**src/rtl/float_mul_arbiter.sv**
```systemverilog
// -----------------------------------------------------------------------------
// float_mul_arbiter
//
// Shares one multi-cycle floating-point multiplier among NUM_PORTS requesters.
// Requests are served round-robin, one multiply in flight at a time. The
// result and a one-cycle ack pulse are returned to the port that was granted.
//
// Ports
//   clk      clock, all state updates on the rising edge
//   rst      asynchronous, active-high reset
//   req      per-port request, held by the requester until its ack
//   a, b     packed operands, port i at [i*FLOAT_WIDTH +: FLOAT_WIDTH]
//   ack      one-hot completion pulse, one cycle wide
//   out      multiply result, meaningful only while |ack
//   busy     high whenever the arbiter is not idle
//   grant    index of the port being served (meaningful while busy)
//   mul_req  single-cycle request to the shared multiplier
//   mul_a/b  registered operands to the multiplier, held until the next grant
//   mul_ack  multiplier completion pulse
//   mul_out  multiplier result, valid with mul_ack
// -----------------------------------------------------------------------------
module float_mul_arbiter #(
  parameter int NUM_PORTS   = 4,
  parameter int FLOAT_WIDTH = 32
) (
  input  logic                             clk,
  input  logic                             rst,
  input  logic [NUM_PORTS-1:0]             req,
  input  logic [NUM_PORTS*FLOAT_WIDTH-1:0] a,
  input  logic [NUM_PORTS*FLOAT_WIDTH-1:0] b,
  output logic [NUM_PORTS-1:0]             ack,
  output logic [FLOAT_WIDTH-1:0]           out,
  output logic                             busy,
  output logic [$clog2(NUM_PORTS)-1:0]     grant,
  output logic                             mul_req,
  output logic [FLOAT_WIDTH-1:0]           mul_a,
  output logic [FLOAT_WIDTH-1:0]           mul_b,
  input  logic                             mul_ack,
  input  logic [FLOAT_WIDTH-1:0]           mul_out
);

  localparam int GW = $clog2(NUM_PORTS);

  typedef enum logic [1:0] {
    IDLE  = 2'd0,
    ISSUE = 2'd1,
    WAIT  = 2'd2,
    DONE  = 2'd3
  } state_t;

  state_t                 state, state_nxt;
  logic [GW-1:0]          last_grant, last_grant_nxt;
  logic [GW-1:0]          grant_nxt;
  logic [NUM_PORTS-1:0]   ack_nxt;
  logic [FLOAT_WIDTH-1:0] out_nxt;
  logic                   busy_nxt;
  logic                   mul_req_nxt;
  logic [FLOAT_WIDTH-1:0] mul_a_nxt, mul_b_nxt;

  logic [GW:0]            pick;
  logic                   pick_found;
  logic [GW-1:0]          pick_idx;

  // Round-robin search: nearest set request after 'last', wrapping modulo
  // NUM_PORTS. Scanning from the farthest candidate down to the nearest lets
  // the nearest hit overwrite any farther one. Result is {found, index}.
  function automatic logic [GW:0] rr_pick(input logic [NUM_PORTS-1:0] r,
                                          input logic [GW-1:0]        last);
    logic [GW:0] res;
    int          idx;
    res = '0;
    for (int k = NUM_PORTS; k >= 1; k--) begin
      idx = (int'(last) + k) % NUM_PORTS;
      if (r[idx]) res = {1'b1, GW'(idx)};
    end
    return res;
  endfunction

  assign pick       = rr_pick(req, last_grant);
  assign pick_found = pick[GW];
  assign pick_idx   = pick[GW-1:0];

  // Next-state and next-output logic. Every register has a default here so
  // that ack/out/mul_req fall back to zero and operands/grant simply hold.
  always_comb begin
    state_nxt      = state;
    last_grant_nxt = last_grant;
    grant_nxt      = grant;
    ack_nxt        = '0;
    out_nxt        = '0;
    mul_req_nxt    = 1'b0;
    mul_a_nxt      = mul_a;
    mul_b_nxt      = mul_b;

    case (state)
      IDLE: begin
        // Requests are only looked at here, so a port that is still holding
        // req during DONE cannot be served twice for one transaction.
        if (pick_found) begin
          grant_nxt      = pick_idx;
          last_grant_nxt = pick_idx;
          mul_a_nxt      = a[int'(pick_idx)*FLOAT_WIDTH +: FLOAT_WIDTH];
          mul_b_nxt      = b[int'(pick_idx)*FLOAT_WIDTH +: FLOAT_WIDTH];
          mul_req_nxt    = 1'b1;
          state_nxt      = ISSUE;
        end
      end
      ISSUE: begin
        state_nxt = WAIT;
      end
      WAIT: begin
        // mul_ack is only honoured here; a late pulse from an operation that
        // was abandoned by reset arrives while IDLE and is dropped.
        if (mul_ack) begin
          out_nxt        = mul_out;
          ack_nxt[grant] = 1'b1;
          state_nxt      = DONE;
        end
      end
      DONE: begin
        state_nxt = IDLE;
      end
      default: begin
        state_nxt = IDLE;
      end
    endcase

    busy_nxt = (state_nxt != IDLE);
  end

  // State and registered outputs.
  always_ff @(posedge clk or posedge rst) begin
    if (rst) begin
      state      <= IDLE;
      last_grant <= GW'(NUM_PORTS - 1);
      grant      <= '0;
      ack        <= '0;
      out        <= '0;
      busy       <= 1'b0;
      mul_req    <= 1'b0;
      mul_a      <= '0;
      mul_b      <= '0;
    end else begin
      state      <= state_nxt;
      last_grant <= last_grant_nxt;
      grant      <= grant_nxt;
      ack        <= ack_nxt;
      out        <= out_nxt;
      busy       <= busy_nxt;
      mul_req    <= mul_req_nxt;
      mul_a      <= mul_a_nxt;
      mul_b      <= mul_b_nxt;
    end
  end

endmodule

```
**config.mk**
```make
export PLATFORM = sky130hd
export DESIGN_NAME = float_mul_arbiter
export DESIGN_NICKNAME = d
export VERILOG_FILES = /design/src/rtl/float_mul_arbiter.sv
export SDC_FILE = /design/constraint.sdc
export NUM_CORES = 1
export LEC_CHECK = 0
export BUFFER_PORTS_ARGS = -buffer_cell sky130_fd_sc_hd__buf_2
export CORE_AREA = 2 2 154 156
export CTS_BUF_LIST = sky130_fd_sc_hd__clkbuf_4
export CTS_CLUSTER_SIZE = 14
export DETAILED_ROUTE_END_ITERATION = 10
export DIE_AREA = 0 0 156 158
export GPL_ROUTABILITY_DRIVEN = 1
export PLACE_DENSITY = 0.57
export REMOVE_ABC_BUFFERS = 1
export SKIP_LAST_GASP = 1
export SLEW_MARGIN = 15
export SYNTH_ARGS = -nofsm -noshare
export SYNTH_HDL_FRONTEND = slang
export SYNTH_SLANG_ARGS = --single-unit
```
**constraint.sdc**
```tcl
create_clock -name clk -period 4.1 [get_ports clk]
set_input_delay 0.615 -clock clk [delete_from_list [all_inputs] [get_ports clk]]
set_output_delay 0.615 -clock clk [all_outputs]
set_load 0.05 [all_outputs]
```
==> Yosys cells after proc, flatten, opt, wreduce, memory -nomap -nowiden <==
Cells that the tools add are included.
{ "classes": {"muxes": 27, "n_shift": 2, "reduce_logical": 8, "order_cmp": 6, "bitwise": 4, "addsub": 4, "n_eq_ne": 3} }
{ "op_table": {"columns": ["op", "count"], "rows": [
  ["128-bit by 8-bit indexed part select with 32-bit output", 2],
  ["32-bit 2-to-1 mux", 2],
  ["3-bit by 4-bit < comparator with 1-bit output, second input constant", 4],
  ["3-bit 2-to-1 mux", 4],
  ["1-bit 2-to-1 mux", 11],
  ["1-bit binary-select mux with 2-bit select", 4],
  ["4-bit 2-to-1 mux", 2],
  ["2-bit one-hot mux with 4 select lines", 1],
  ["2-bit OR reduction", 4],
  ["2-bit by 1-bit adder with 2-bit output, second input constant", 2],
  ["2-bit adder, second input constant", 2],
  ["1-bit bitwise AND, first input constant", 4],
  ["2-bit == test, second input constant", 2],
  ["2-bit 2-to-1 mux", 2],
  ["2-bit by 3-bit < comparator with 1-bit output, second input constant", 1],
  ["1-bit demux with 2-bit select", 1],
  ["2-bit by 1-bit == test with 1-bit output, second input constant", 1],
  ["2-bit by 1-bit >= comparator with 1-bit output, second input constant", 1],
  ["2-bit zero test", 1],
  ["2-bit AND reduction", 1],
  ["2-bit nonzero test", 1],
  ["1-bit logical AND", 1]
]} }
{ "totals": {"reg_bits": 108, "input_bits": 295, "out_inout_bits": 104} }

==> Depth between registers and ports, before layout <==
Gate-level depths: netlist of run 1.
{ "depth": {"word_depth": 13, "mapped_depth": 9, "depth_no_buf": 7} }

==> Worst setup path before layout of run 1 <==
No wires, ideal clock.
{ "synth_path": {"kind": "input -> register", "startpoint": "in req[2]", "endpoint": "reg mul_b[19]", "stages": 8, "setup_time_ns": 0.087, "required_time_ns": 4.013, "path_buffers": 3, "arrival_ns": 1.886, "slack_ns": 2.128, "path_cell_list": "nor4_1 > nand2b_1 > buf_4 > a21o_1 > buf_4 > buf_2 > a211oi_2 > a211oi_2"} }
{ "synth_via": {"elab_chain_len": 8, "word_cells_on_any_way": 18, "cone_classes": "1 x shift; 16 x mux; 1 x reduce/logical"} }
{ "synth_lines": {"columns": ["item", "line", "text"], "rows": [
  ["start, declared", "28", "input logic [NUM_PORTS-1:0] req,"],
  ["1-bit binary-select mux with 2-bit select", "74", "if (r[idx]) res = {1'b1, GW'(idx)};"],
  ["1-bit 2-to-1 mux (implied by the code) (2 in series)", "74", null],
  ["3-bit 2-to-1 mux (3 in series)", "74", null],
  ["3-bit 2-to-1 mux (*)", "74", null],
  ["128-bit by 8-bit indexed part select with 32-bit output or 2-bit AND reduction (tied branches)", null, null],
  ["end signal, assigned", "152", "mul_b <= mul_b_nxt;"],
  ["end, declared", "37", "output logic [FLOAT_WIDTH-1:0] mul_b,"]
]} }
Every way passes the cells marked *; elsewhere a longest branch is shown, timed or not. The select of a mux whose other input is x is not followed.
A chain may end at the register's enable or synchronous reset.

==> Worst setup path after layout of run 1 <==
{ "layout_path": {"startpoint": "reg last_grant[0]", "endpoint": "reg mul_a[12]"} }
{ "layout_via": {"elab_chain_len": 9, "word_cells_on_any_way": 22, "cone_classes": "4 x add/sub; 1 x shift; 16 x mux; 1 x reduce/logical"} }
{ "layout_lines": {"columns": ["item", "line", "text"], "rows": [
  ["start, declared", "52", "logic [GW-1:0] last_grant, last_grant_nxt;"],
  ["start signal, assigned", "135", "last_grant <= GW'(NUM_PORTS - 1);"],
  ["start signal, assigned", "145", "last_grant <= last_grant_nxt;"],
  ["2-bit by 1-bit adder with 2-bit output", "73", "idx = (int'(last) + k) % NUM_PORTS;"],
  ["1-bit binary-select mux with 2-bit select", "74", null],
  ["1-bit 2-to-1 mux (implied by the code) (2 in series)", "74", null],
  ["3-bit 2-to-1 mux (3 in series)", "74", null],
  ["3-bit 2-to-1 mux (*)", "74", null],
  ["128-bit by 8-bit indexed part select with 32-bit output or 2-bit AND reduction (tied branches)", null, null],
  ["end signal, assigned", "151", "mul_a <= mul_a_nxt;"],
  ["end, declared", "36", "output logic [FLOAT_WIDTH-1:0] mul_a,"]
]} }
Marks and branches as above.

==> qor.yml, run 1 <==
power_and_ir_drop:
  peakVddDrop_v: 0.000391
  p_leak_uw: 0.00437
  seqPwrFrac_pct: 25.6
  power.density_nw_per_um2: 773
  switching_power_uw: 3770
  p_sw_share_pct: 56.3
  power_frac_comb_pct: 64.4
  clkPwrFrac_pct: 10.0
  intPower_uw: 2920
clock_network:
  cts_resized: 0
  clockRootBuffer: "clkbuf_4"
  clk_pin_slew_ns: 0.21
  cts.sinks: 108
  numCtsBuffers: 9
  clk_latency_ns: 0.51
  post_cts_buffers: 0
  clock_path_buffers: 2
  cts_tree: "built"
  htreeDepth: 3
  postCtsHoldBufs: 0
timing:
  slew-limit-headroom_pct: 31.3
  tns_ns: 0
  period_share_pct: 67.1
  clock.fmax_ghz: 0.363
  drv_slew: 0
  holdWs_ns: 0.126
  hold_viol_final: 0
  setup_viol: 0
  rsz0062_at_grt: "no"
  finClkSkew_ns: 0.0335
  tightest_slew_ns: 1.03
  fin_crit_ns: 2.75
critical_path:
  critPathLaunchType: "flip-flop"
  crit_type: "flip-flop to flip-flop"
  cp_data_arrival_time_ns: 3.16
  cp_max_fo: 67
  crit_chain: "o21ai_1 > a21boi_4 > or3_4 > a211oi_1 > a211oi_2"
  critPathBufInv: 0
  crit_family: "compound AO/OA/AOI/OAI gates"
  crit_slowest_cell: "or3_4"
  crit_required_ns: 4.51
  max_stage_delay_ns: 0.90
  endpoint_kind: "flip-flop"
synth:
  synth-xor-area-share_pct: 0
  syn_area_um2: 6370
  ys_ff_latch: 108
  synth.area.mux_share_pct: 10.1
  syn_avg_cell_area_um2: 10.1
  yosysSeqAreaShare_pct: 42.5
  synth-adder-area-share_pct: 0.589
  synth_top_family_by_area: "compound AO/OA/AOI/OAI gates"
  synth_flop_cell: "dfrtp_1"
  yosysUniqueCellTypes: 36
  synth-edff-count: 0
  synthArstFlopShare_pct: 100
  synth-simple-area-share_pct: 17.8
  ys.warnings.count: 0
  synth_cells: 633
  synth-compound-area-share_pct: 22.7
floorplan:
  die_w_um: 156
  start_util_pct: 27.6
  die_h_um: 158
  die-area_um2: 24600
  row_count: 56
  core_region_area_um2: 23100
  ioPinCount: 399
routing:
  wirelength_um: 24100
  drtIter0Drc: 349
  via_per_inst: 4.86
  via_count: 6251
  ant_nets: 0
  route.detailed.drc: 0
  firstDrtPassIters: 4
  wl_per_cell_um: 18.7
finish:
  layout_common_cells: "398 x buf_2, 106 x dfrtp_1, 75 x a211oi_2"
  layout_commonest_cell: "buf_2"
  num-nets-final: 1287
  fin_cells: 1285
  syn2layout_area_growth_pct: 35.9
  final_area_um2: 8650
  drive_gt1_share_pct: 51.7
global_route:
  grt_use_total_pct: 18.7
  grt_pass1_wl_um: 35300
  antenna_found_initial: 1
  grt_overflow_total: 0
  grt_start_max_net_pins: 69
  first_global_vias: 6183
worst_hold_path:
  hp-class: "primary input to asynchronous set/reset pin"
place:
  gp_congestion: 0.803
  postPlaceCellArea_um2: 8470
  numPortBuffers: 398
  dp_cells: 1268
  dp_hpwl_um: 17600
outcome:
  outcome: "finished clean"
run:
  cap_violations: 0
-- path summary, 6_finish.rpt --
kind / endpoint / start / cells past startpoint / slack [ns]
setup reg to reg: mul_a[12] / last_grant[0] / 5 / 1.35
setup / recovery: mul_a[12] / last_grant[0] / 5 / 1.35
hold reg to reg: ack[2] / grant[0] / 1 / 0.54
max in group asynchronous: last_grant[1] / rst / 3 / 3.14
hold / removal: out[4] / rst / 2 / 0.13
min in group clk: out[2] / mul_out[2] / 2 / 0.33
-- logic make-up after synthesis --
| kind of cell | after synthesis |
|---|---|
| buf+inv | 69 |
| compound gates | 143 |
| flops | 108 |
| mux | 64 |
| simple gates | 246 |
| fa+ha+maj | 3 |
-- layer usage --
layer	share of wire, %	track usage (%)	wire, um	vias to the layer above
met5	0	0	0	-
met4	1.8	5.20	422	0
met3	5.6	3.48	1360	26
met2	50	32.0	12000	241
met1	43	24.2	10300	2975
li1	-	-	-	3009
-- state kept, by name (all words and copies together) (netlist names) --
register	count
ack	4
mul_req	1
out	32
busy	1
grant	2
last_grant	2
mul_a	32
state	2
mul_b	32
-- final cells by class --
| cell class | count | area (um2) |
|---|---|---|
| Fill cell | 2391 | 14400 |
| Multi-Input combinational cell | 456 | 3300 |
| Sequential cell | 108 | 2710 |
| Timing Repair Buffer | 409 | 2090 |
| Tap cell | 290 | 363 |
| Clock inverter | 7 | 110 |
| Clock buffer | 9 | 67.6 |
| Inverter | 5 | 21.3 |
| Antenna cell | 1 | 2.50 |
-- worst reg2reg max path: stages (launching register included) --
cell,delay [ns]
dfstp_2,0.63
o21ai_1,0.12
a21boi_4,0.50
or3_4,0.90
a211oi_1,0.29
a211oi_2,0.23
-- cells in the mapped netlist (2+ instances only) --
master / n / share of area (%)
buf_4: 5 / 0.59
inv_1: 5 / 0.29
nand2_1: 68 / 4.0
buf_6: 5 / 0.88
a21oi_1: 4 / 0.31
buf_2: 15 / 1.2
dfrtp_1: 106 / 42
o21ai_1: 3 / 0.24
nand2b_1: 4 / 0.39
mux2i_1: 64 / 10
clkbuf_1: 34 / 2.0
and3_1: 32 / 3.1
ha_1: 3 / 0.59
a21boi_0: 2 / 0.24
dfstp_2: 2 / 0.83
a211oi_2: 75 / 15
nor2_1: 69 / 4.1
nor3_1: 65 / 5.1
buf_12: 4 / 1.3
a211oi_1: 52 / 6.1
-- power by group through the flow --
| stage | Sequential (uW) | Combinational, uW | Clock (uW) |
|---|---|---|---|
| after detailed placement | 1730 | 4360 | 0 |
| after global placement | 1720 | 4300 | 0 |
| after floorplan | 3060 | 1850 | 0 |
| final | 1720 | 4310 | 666 |
| after global routing | 1760 | 4590 | 737 |
| after CTS | 1710 | 4350 | 699 |
-- per-stage QoR --
stage,power [uW],util [%],setup slack (ns)
2_1_floorplan,4910,-,-1.37
3_3_place_gp,6020,36.8,1.22
3_5_place_dp,6080,36.8,1.13
4_1_cts,6760,37.5,1.34
5_1_grt,7090,37.5,1.17
6_report,6690,37.5,1.35
(Power assumes the default switching activity.)
==> inputs of run 2 (changes only) <==
Clock period 4.1 ns to 2.7 ns, I/O delays scaled along.
==> run 2 against run 1 <==
Net effect: clock skew is 0.0032 ns lower; register-to-register slack got worse by 0.93 ns; non-clock buffer count up 9; critical endpoint is now mul_a[16]; design area increased by 1.4%; sequential power increased by 52%; critical path depth is 1 higher; flip-flop and latch count stayed put; die area unchanged; wire length rose by 1.4%; final cell count rose by 0.78%; largest power group unchanged; clock power up 31%; utilization is 0.51 points higher.
==> qor.yml, run 2 (synthesis results as in run 1) <==
clock_network:
  clk_latency_ns: 0.50  # was 0.51 ns
  post_cts_buffers: 0  # unchanged
  clk_pin_slew_ns: 0.20  # was 0.21 ns
  cts_tree: "built"  # unchanged
  cts.sinks: 108  # unchanged
  htreeDepth: 3  # unchanged
  numCtsBuffers: 9  # unchanged
  clock_path_buffers: 2  # unchanged
  clockRootBuffer: "clkbuf_4"  # unchanged
critical_path:
  critPathBufInv: 1  # was 0
  max_stage_delay_ns: 0.63  # was 0.90 ns
  crit_family: "simple AND/OR/NAND/NOR gates"  # was compound AO/OA/AOI/OAI gates
  crit_type: "flip-flop to flip-flop"  # unchanged
  endpoint_kind: "flip-flop"  # unchanged
  cp_max_fo: 30  # was 67
  crit_slowest_cell: "dfstp_2"  # was or3_4
  crit_chain: "nand2b_1 > a21oi_4 > or3_4 > buf_4 > a211oi_1 > a211oi_2"  # was o21ai_1 > a21boi_4 > or3_4 > a211oi_1 > a211oi_2
  critPathLaunchType: "flip-flop"  # unchanged
  cp_data_arrival_time_ns: 2.64  # was 3.16 ns
  crit_required_ns: 3.06  # was 4.51 ns
finish:
  final_util_pct: 38.0  # was 37.5%
  num-nets-final: 1296  # was 1287
  syn2layout_area_growth_pct: 37.7  # was 35.9%
  multiInputGateArea_um2: 3300  # unchanged
  largestRegisters: "mul_a (32), mul_b (32), out (32)"  # unchanged
  drive_gt1_share_pct: 51.9  # was 51.7%
  fin_cells: 1295  # was 1285
  seq_area_um2: 2710  # unchanged
  layout_commonest_cell: "buf_2"  # unchanged
  layout_common_cells: "398 x buf_2, 106 x dfrtp_1, 75 x a211oi_2"  # unchanged
  fillers: 2393  # was 2391
place:
  place_ws_ns: 0.392  # was 1.13 ns
  gp_congestion: 0.786  # was 0.803
  numPortBuffers: 398  # unchanged
  dp_cells: 1276  # was 1268
  dp_hpwl_um: 18100  # was 17600 um
global_route:
  grt_start_max_net_pins: 64  # was 69
  grt_overflow_total: 0  # unchanged
  first_global_vias: 6345  # was 6183
  grt_use_total_pct: 19.2  # was 18.7%
  antenna_found_initial: 1  # unchanged
  grt_pass1_wl_um: 36100  # was 35300 um
power_and_ir_drop:
  p_total_uw: 10200  # was 6690 uW
  p_leak_uw: 0.00442  # was 0.00437 uW
  power.density_nw_per_um2: 1160  # was 773 nW/um2
  peakVddDrop_v: 0.000695  # was 0.000391 V
routing:
  met1_length_um: 10300  # unchanged
  via_count: 6376  # was 6251
  drtIter0Drc: 337  # was 349
  firstDrtPassIters: 5  # was 4
  ant_nets: 0  # unchanged
  route.detailed.drc: 0  # unchanged
  met2_length_um: 12100  # was 12000 um
  wirelength_um: 24400  # was 24100 um
  wl_per_cell_um: 18.8  # was 18.7 um
  wl_met3_um: 1540  # was 1360 um
  via_per_inst: 4.92  # was 4.86
  dr.max_layer_used: "met4"  # unchanged
timing:
  tightest_slew_ns: 0.786  # was 1.03 ns
  fin_crit_ns: 2.28  # was 2.75 ns
  finClkSkew_ns: 0.0304  # was 0.0335 ns
  clock.fmax_ghz: 0.438  # was 0.363 GHz
  setup_viol: 0  # unchanged
  tns_ns: 0  # unchanged
  period_share_pct: 84.5  # was 67.1%
  rsz0062_at_grt: "no"  # unchanged
  slew-limit-headroom_pct: 47.6  # was 31.3%
  fin_ws_ns: 0.419  # was 1.35 ns
  drv_slew: 0  # unchanged
  hold_viol_final: 0  # unchanged
floorplan:
  die_h_um: 158  # unchanged
  ioPinCount: 399  # unchanged
  die-area_um2: 24600  # unchanged
  row_count: 56  # unchanged
  core_region_area_um2: 23100  # unchanged
  die_w_um: 156  # unchanged
  start_util_pct: 27.6  # unchanged
outcome:
  outcome: "finished clean"  # unchanged
worst_hold_path:
  hp-class: "primary input to flip-flop"  # was primary input to asynchronous set/reset pin
run:
  cap_violations: 0  # unchanged
run 2: worst paths after layout:
check / from / endpoint / slack, ns / cells past startpoint
max in group asynchronous: rst / last_grant[0] / 1.45 / 4
worst max-delay path: last_grant[0] / mul_a[16] / 0.42 / 6
worst min register to register: state[0] / state[0] / 0.53 / 1
worst max register to register: last_grant[0] / mul_a[16] / 0.42 / 6
worst min-delay path: mul_out[9] / out[9] / 0.12 / 2
min in group asynchronous: rst / out[14] / 0.50 / 3
run 2: layer usage:
layer	vias up	GRT usage, %
met3	34	4.60
met1	3042	24.4
met4	0	6.03
li1	3043	-
met5	-	0
met2	257	32.3
run 2: repair_timing:
item,in CTS,in global routing
resized for setup,0,0
hold buffers,1,0
endpoints found under the setup margin,0,0
hold endpoints to repair,39,0
run 2: cell type report:
type                    count  area share (%)
multi-input cells         456            37.6
flip-flops and latches    108            30.8
repair buffers            418            25.6
well taps                 290            4.14
clock buffers               9           0.770
clock inverters             7           0.770
inverters                   5           0.243
diodes                      2          0.0571
run 2: metrics by stage:
step	instance area (um2)	hold WS (ns)
CTS	8760	0.0616
global route	8770	0.0695
global placement	8620	0.491
floorplan	5980	0.474
finish	8770	0.123
detailed placement	8620	0.497
run 2: worst register-to-register path: stages (launching register included):
cell and delay, ns:
dfstp_2 0.63, nand2b_1 0.17, a21oi_4 0.09, or3_4 0.58, buf_4 0.30, a211oi_1 0.30, a211oi_2 0.07
run 2: power by group:
part	leakage, uW	internal, uW	switching (uW)
combinational	0.00306	2000	4730
sequential	0.00129	2260	348
clock	0.0000708	212	659
total	0.00442	4480	5740
==> inputs of run 3 (changes only) <==
Settings changed: ABC_AREA from default to 1, CORE_AREA 2 2 154 156 to default, CORE_UTILIZATION from default to 30, DIE_AREA 0 0 156 158 to default, PLACE_DENSITY 0.57 to 0.6.
Clock period 2.7 ns to 2 ns, I/O delays scaled along.
==> run 3 against run 2 <==
Net effect: the run now ends with negative setup slack left; sequential power is 34% higher; die area rose by 5.1%; worst hold slack got worse by 0.010 ns; via count up 45%; largest cell class unchanged.
==> qor.yml, run 3 <==
outcome:
  outcome: "finished, violations left"  # was finished clean
  violations: "negative setup slack"
critical_path:
  rrSetupSlack_ns: -0.19  # was 0.42 ns
  max_stage_delay_ns: 0.65  # was 0.63 ns
  critPathLaunchType: "flip-flop"  # unchanged
  crit_slowest_cell: "dfstp_2"  # unchanged
  endpoint_kind: "flip-flop"  # unchanged
  worstReg2RegEnd: "mul_b[10]"  # was mul_a[16]
  cp_max_fo: 8  # was 30
  r2r-start: "last_grant[0]"  # unchanged
  crit_family: "simple AND/OR/NAND/NOR gates"  # unchanged
  crit_type: "flip-flop to flip-flop"  # unchanged
  reg2reg_depth: 15  # was 6
  cp_data_arrival_time_ns: 2.58  # was 2.64 ns
  critPathBufInv: 4  # was 1
  crit_required_ns: 2.39  # was 3.06 ns
  crit_chain: "buf_6 > nand2_2 > nand2_2 > nand2_2 > nand2_4 > nand2_4 > nand3_4 > buf_12 > buf_12 > clkbuf_16 > nand3_2 > nand3_2 > nand2_1 > nand2_1 > nand2_1"  # was nand2b_1 > a21oi_4 > or3_4 > buf_4 > a211oi_1 > a211oi_2
finish:
  final_area_um2: 11400  # was 8770 um2
  layout_common_cells: "398 x buf_2, 339 x nand2_1, 301 x inv_1"  # was 398 x buf_2, 106 x dfrtp_1, 75 x a211oi_2
  drive_gt1_share_pct: 33.8  # was 51.9%
  syn2layout_area_growth_pct: 50.8  # was 37.7%
  final_util_pct: 46.6  # was 38.0%
  fin_cells: 2002  # was 1295
  layout_commonest_cell: "buf_2"  # unchanged
  num-nets-final: 1967  # was 1296
  largestRegisters: "mul_a (32), mul_b (32), out (32)"  # unchanged
timing:
  clock.fmax_ghz: 0.457  # was 0.438 GHz
  drv_slew: 0  # unchanged
  period_share_pct: 110  # was 84.5%
  tightest_slew_ns: 0.461  # was 0.786 ns
  rsz0062_at_grt: "yes"  # was no
  fin_ws_ns: -0.190  # was 0.419 ns
  finClkSkew_ns: 0.0223  # was 0.0304 ns
  slew-limit-headroom_pct: 69.2  # was 47.6%
  setup_viol: 65  # was 0
  fin_crit_ns: 2.19  # was 2.28 ns
  hold_viol_final: 0  # unchanged
  holdWs_ns: 0.112  # was 0.123 ns
synth:
  synth_flop_cell: "dfrtp_1"  # unchanged
  syn_avg_cell_area_um2: 6.15  # was 10.1 um2
  ys_top_cells_by_area: "dfrtp_1 35%, nand3_1 22%, nand2_1 18%, inv_1 15%, buf_2 2.6%"  # was dfrtp_1 42%, a211oi_2 15%, mux2i_1 10%, a211oi_1 6.1%, nor3_1 5.1%
  synth_top_area_share_pct: 35.0  # was 41.7%
  yosysSeqAreaShare_pct: 35.7  # was 42.5%
  syn_area_um2: 7580  # was 6370 um2
  synthTopCellsByCount: "355 x nand2_1, 326 x nand3_1, 302 x inv_1"  # was 106 x dfrtp_1, 75 x a211oi_2, 69 x nor2_1
  ys.warnings.count: 0  # unchanged
  synth_top_cell_by_area: "dfrtp_1"  # unchanged
  synthMostInstantiatedCell: "nand2_1"  # was dfrtp_1
  synth-edff-count: 0  # unchanged
  synthArstFlopShare_pct: 100  # unchanged
  yosysUniqueCellTypes: 20  # was 36
  synth_cells: 1232  # was 633
  ys_ff_latch: 108  # unchanged
floorplan:
  die-area_um2: 25900  # was 24600 um2
  row_count: 57  # was 56
  die_w_um: 161  # was 156 um
  start_util_pct: 30.9  # was 27.6%
  die_h_um: 161  # was 158 um
  ioPinCount: 399  # unchanged
  core_region_area_um2: 24500  # was 23100 um2
routing:
  drtIter0Drc: 663  # was 337
  route.detailed.drc: 0  # unchanged
  via_per_inst: 4.61  # was 4.92
  ant_nets: 0  # unchanged
  wirelength_um: 29800  # was 24400 um
  via_count: 9239  # was 6376
  wl_per_cell_um: 14.9  # was 18.8 um
  firstDrtPassIters: 5  # unchanged
global_route:
  grt_start_max_net_pins: 65  # was 64
  grt_overflow_total: 0  # unchanged
  antenna_found_initial: 4  # was 1
  grt_pass1_wl_um: 44300  # was 36100 um
  grt_use_total_pct: 21.6  # was 19.2%
  first_global_vias: 8807  # was 6345
worst_hold_path:
  hold_start: "mul_ack"  # was mul_out[9]
  hp-class: "primary input to flip-flop"  # unchanged
  hold_depth: 3  # was 2
  min_to: "ack[2]"  # was out[9]
power_and_ir_drop:
  peakVddDrop_v: 0.00102  # was 0.000695 V
  intPower_uw: 10100  # was 4480 uW
  clkPwrFrac_pct: 5.4  # was 8.5%
  switching_power_uw: 12900  # was 5740 uW
  p_sw_share_pct: 56.0  # was 56.2%
  power.density_nw_per_um2: 2020  # was 1160 nW/um2
  seqPwrFrac_pct: 15.1  # was 25.5%
  power_frac_comb_pct: 79.5  # was 65.9%
  p_leak_uw: 0.00742  # was 0.00442 uW
  p_total_uw: 23000  # was 10200 uW
clock_network:
  numCtsBuffers: 9  # unchanged
  clock_path_buffers: 2  # unchanged
  clk_pin_slew_ns: 0.19  # was 0.20 ns
  htreeDepth: 3  # unchanged
  cts_tree: "built"  # unchanged
  clk_latency_ns: 0.49  # was 0.50 ns
  cts.sinks: 108  # unchanged
  clockRootBuffer: "clkbuf_4"  # unchanged
place:
  gp_congestion: 0.919  # was 0.786
  numPortBuffers: 398  # unchanged
  dp_cells: 1925  # was 1276
  postPlaceCellArea_um2: 10200  # was 8620 um2
  dp_hpwl_um: 20600  # was 18100 um
run:
  cap_violations: 0  # unchanged
==> run 3: changes by cell type after synthesis, sizes merged, moves of 27 or more <==
cell / change
nand3: +329
inv: +301
nand2: +292
a211oi: -127
nor3: -66
mux2i: -64
buf: +40
nor2: -35
and3: -32
clkbuf: -27
==> run 3: area by class of cell <==
type	count	area, um2
fillers	2575	13100
clock buffers	9	67.6
repair buffers	503	3390
well taps	324	405
flip-flops and latches	108	2710
inverters	306	1150
diodes	4	10.0
multi-input cells	741	3600
clock inverters	7	93.8
==> run 3: worst register-to-register path, stage by stage, from the launching register on <==
cell	delay (ns)
dfstp_2	0.65
buf_6	0.15
nand2_2	0.05
nand2_2	0.09
nand2_2	0.07
nand2_4	0.09
nand2_4	0.07
nand3_4	0.10
buf_12	0.15
buf_12	0.16
clkbuf_16	0.16
nand3_2	0.08
nand3_2	0.07
nand2_1	0.07
nand2_1	0.09
nand2_1	0.06
==> run 3: layer usage <==
| layer | global-route usage (%) | part of all wire (%) | wire [um] | vias up |
|---|---|---|---|---|
| li1 | - | - | - | 4568 |
| met1 | 25.3 | 40 | 11900 | 4223 |
| met2 | 38.2 | 50 | 15000 | 381 |
| met3 | 4.49 | 6.4 | 1910 | 67 |
| met4 | 8.96 | 3.3 | 988 | 0 |
| met5 | 0 | 0 | 0 | - |
==> run 3: worst max path at each step <==
stage	from	endpoint	slack, ns	cells after the start
finish	last_grant[0]	mul_b[10]	-0.19	15
global route	last_grant[0]	mul_b[10]	-0.30	15
CTS	last_grant[0]	mul_a[6]	-0.10	16
detailed placement	last_grant[0]	mul_b[31]	-0.07	14
global placement	last_grant[0]	mul_a[8]	-0.03	14
floorplan	last_grant[0]	mul_a[0]	-2.11	13
==> run 3: power by group through the flow <==
stage          combinational (uW)  sequential (uW)  clock, uW
2_1_floorplan                6750             6130          0
3_3_place_gp                15800             3510          0
3_5_place_dp                15900             3510          0
4_1_cts                     17100             3470       1320
5_1_grt                     19900             3570       1380
6_report                    18300             3490       1250
==> run 3: stage by stage <==
step                setup TNS (ns)  setup WS [ns]
finish                       -3.80         -0.190
detailed placement           -2.65        -0.0726
global placement            -0.397        -0.0272
CTS                          -3.45         -0.102
global route                -11.00         -0.297
floorplan                  -264.25          -2.11
==> run 3: logic make-up after synthesis <==
family	after synthesis	share of synthesized area [%]
AND/OR/NAND/NOR	729	42.2
buffers and inverters	383	21.0
flip-flops	108	35.7
AO/OA/AOI/OAI	9	0.644
adder cells (fa/ha/maj)	3	0.495
==> run 3: what timing repair did <==
| item | 4_1_cts | 5_1_grt |
|---|---|---|
| endpoints found under the setup margin | 64 | 69 |
| pin swaps | 20 | 35 |
| hold buffers | 33 | 0 |
| buffers inserted | 11 | 5 |
| endpoints found under the hold margin | 64 | 0 |
| gates cloned | 2 | 7 |
| gates resized for setup | 43 | 52 |
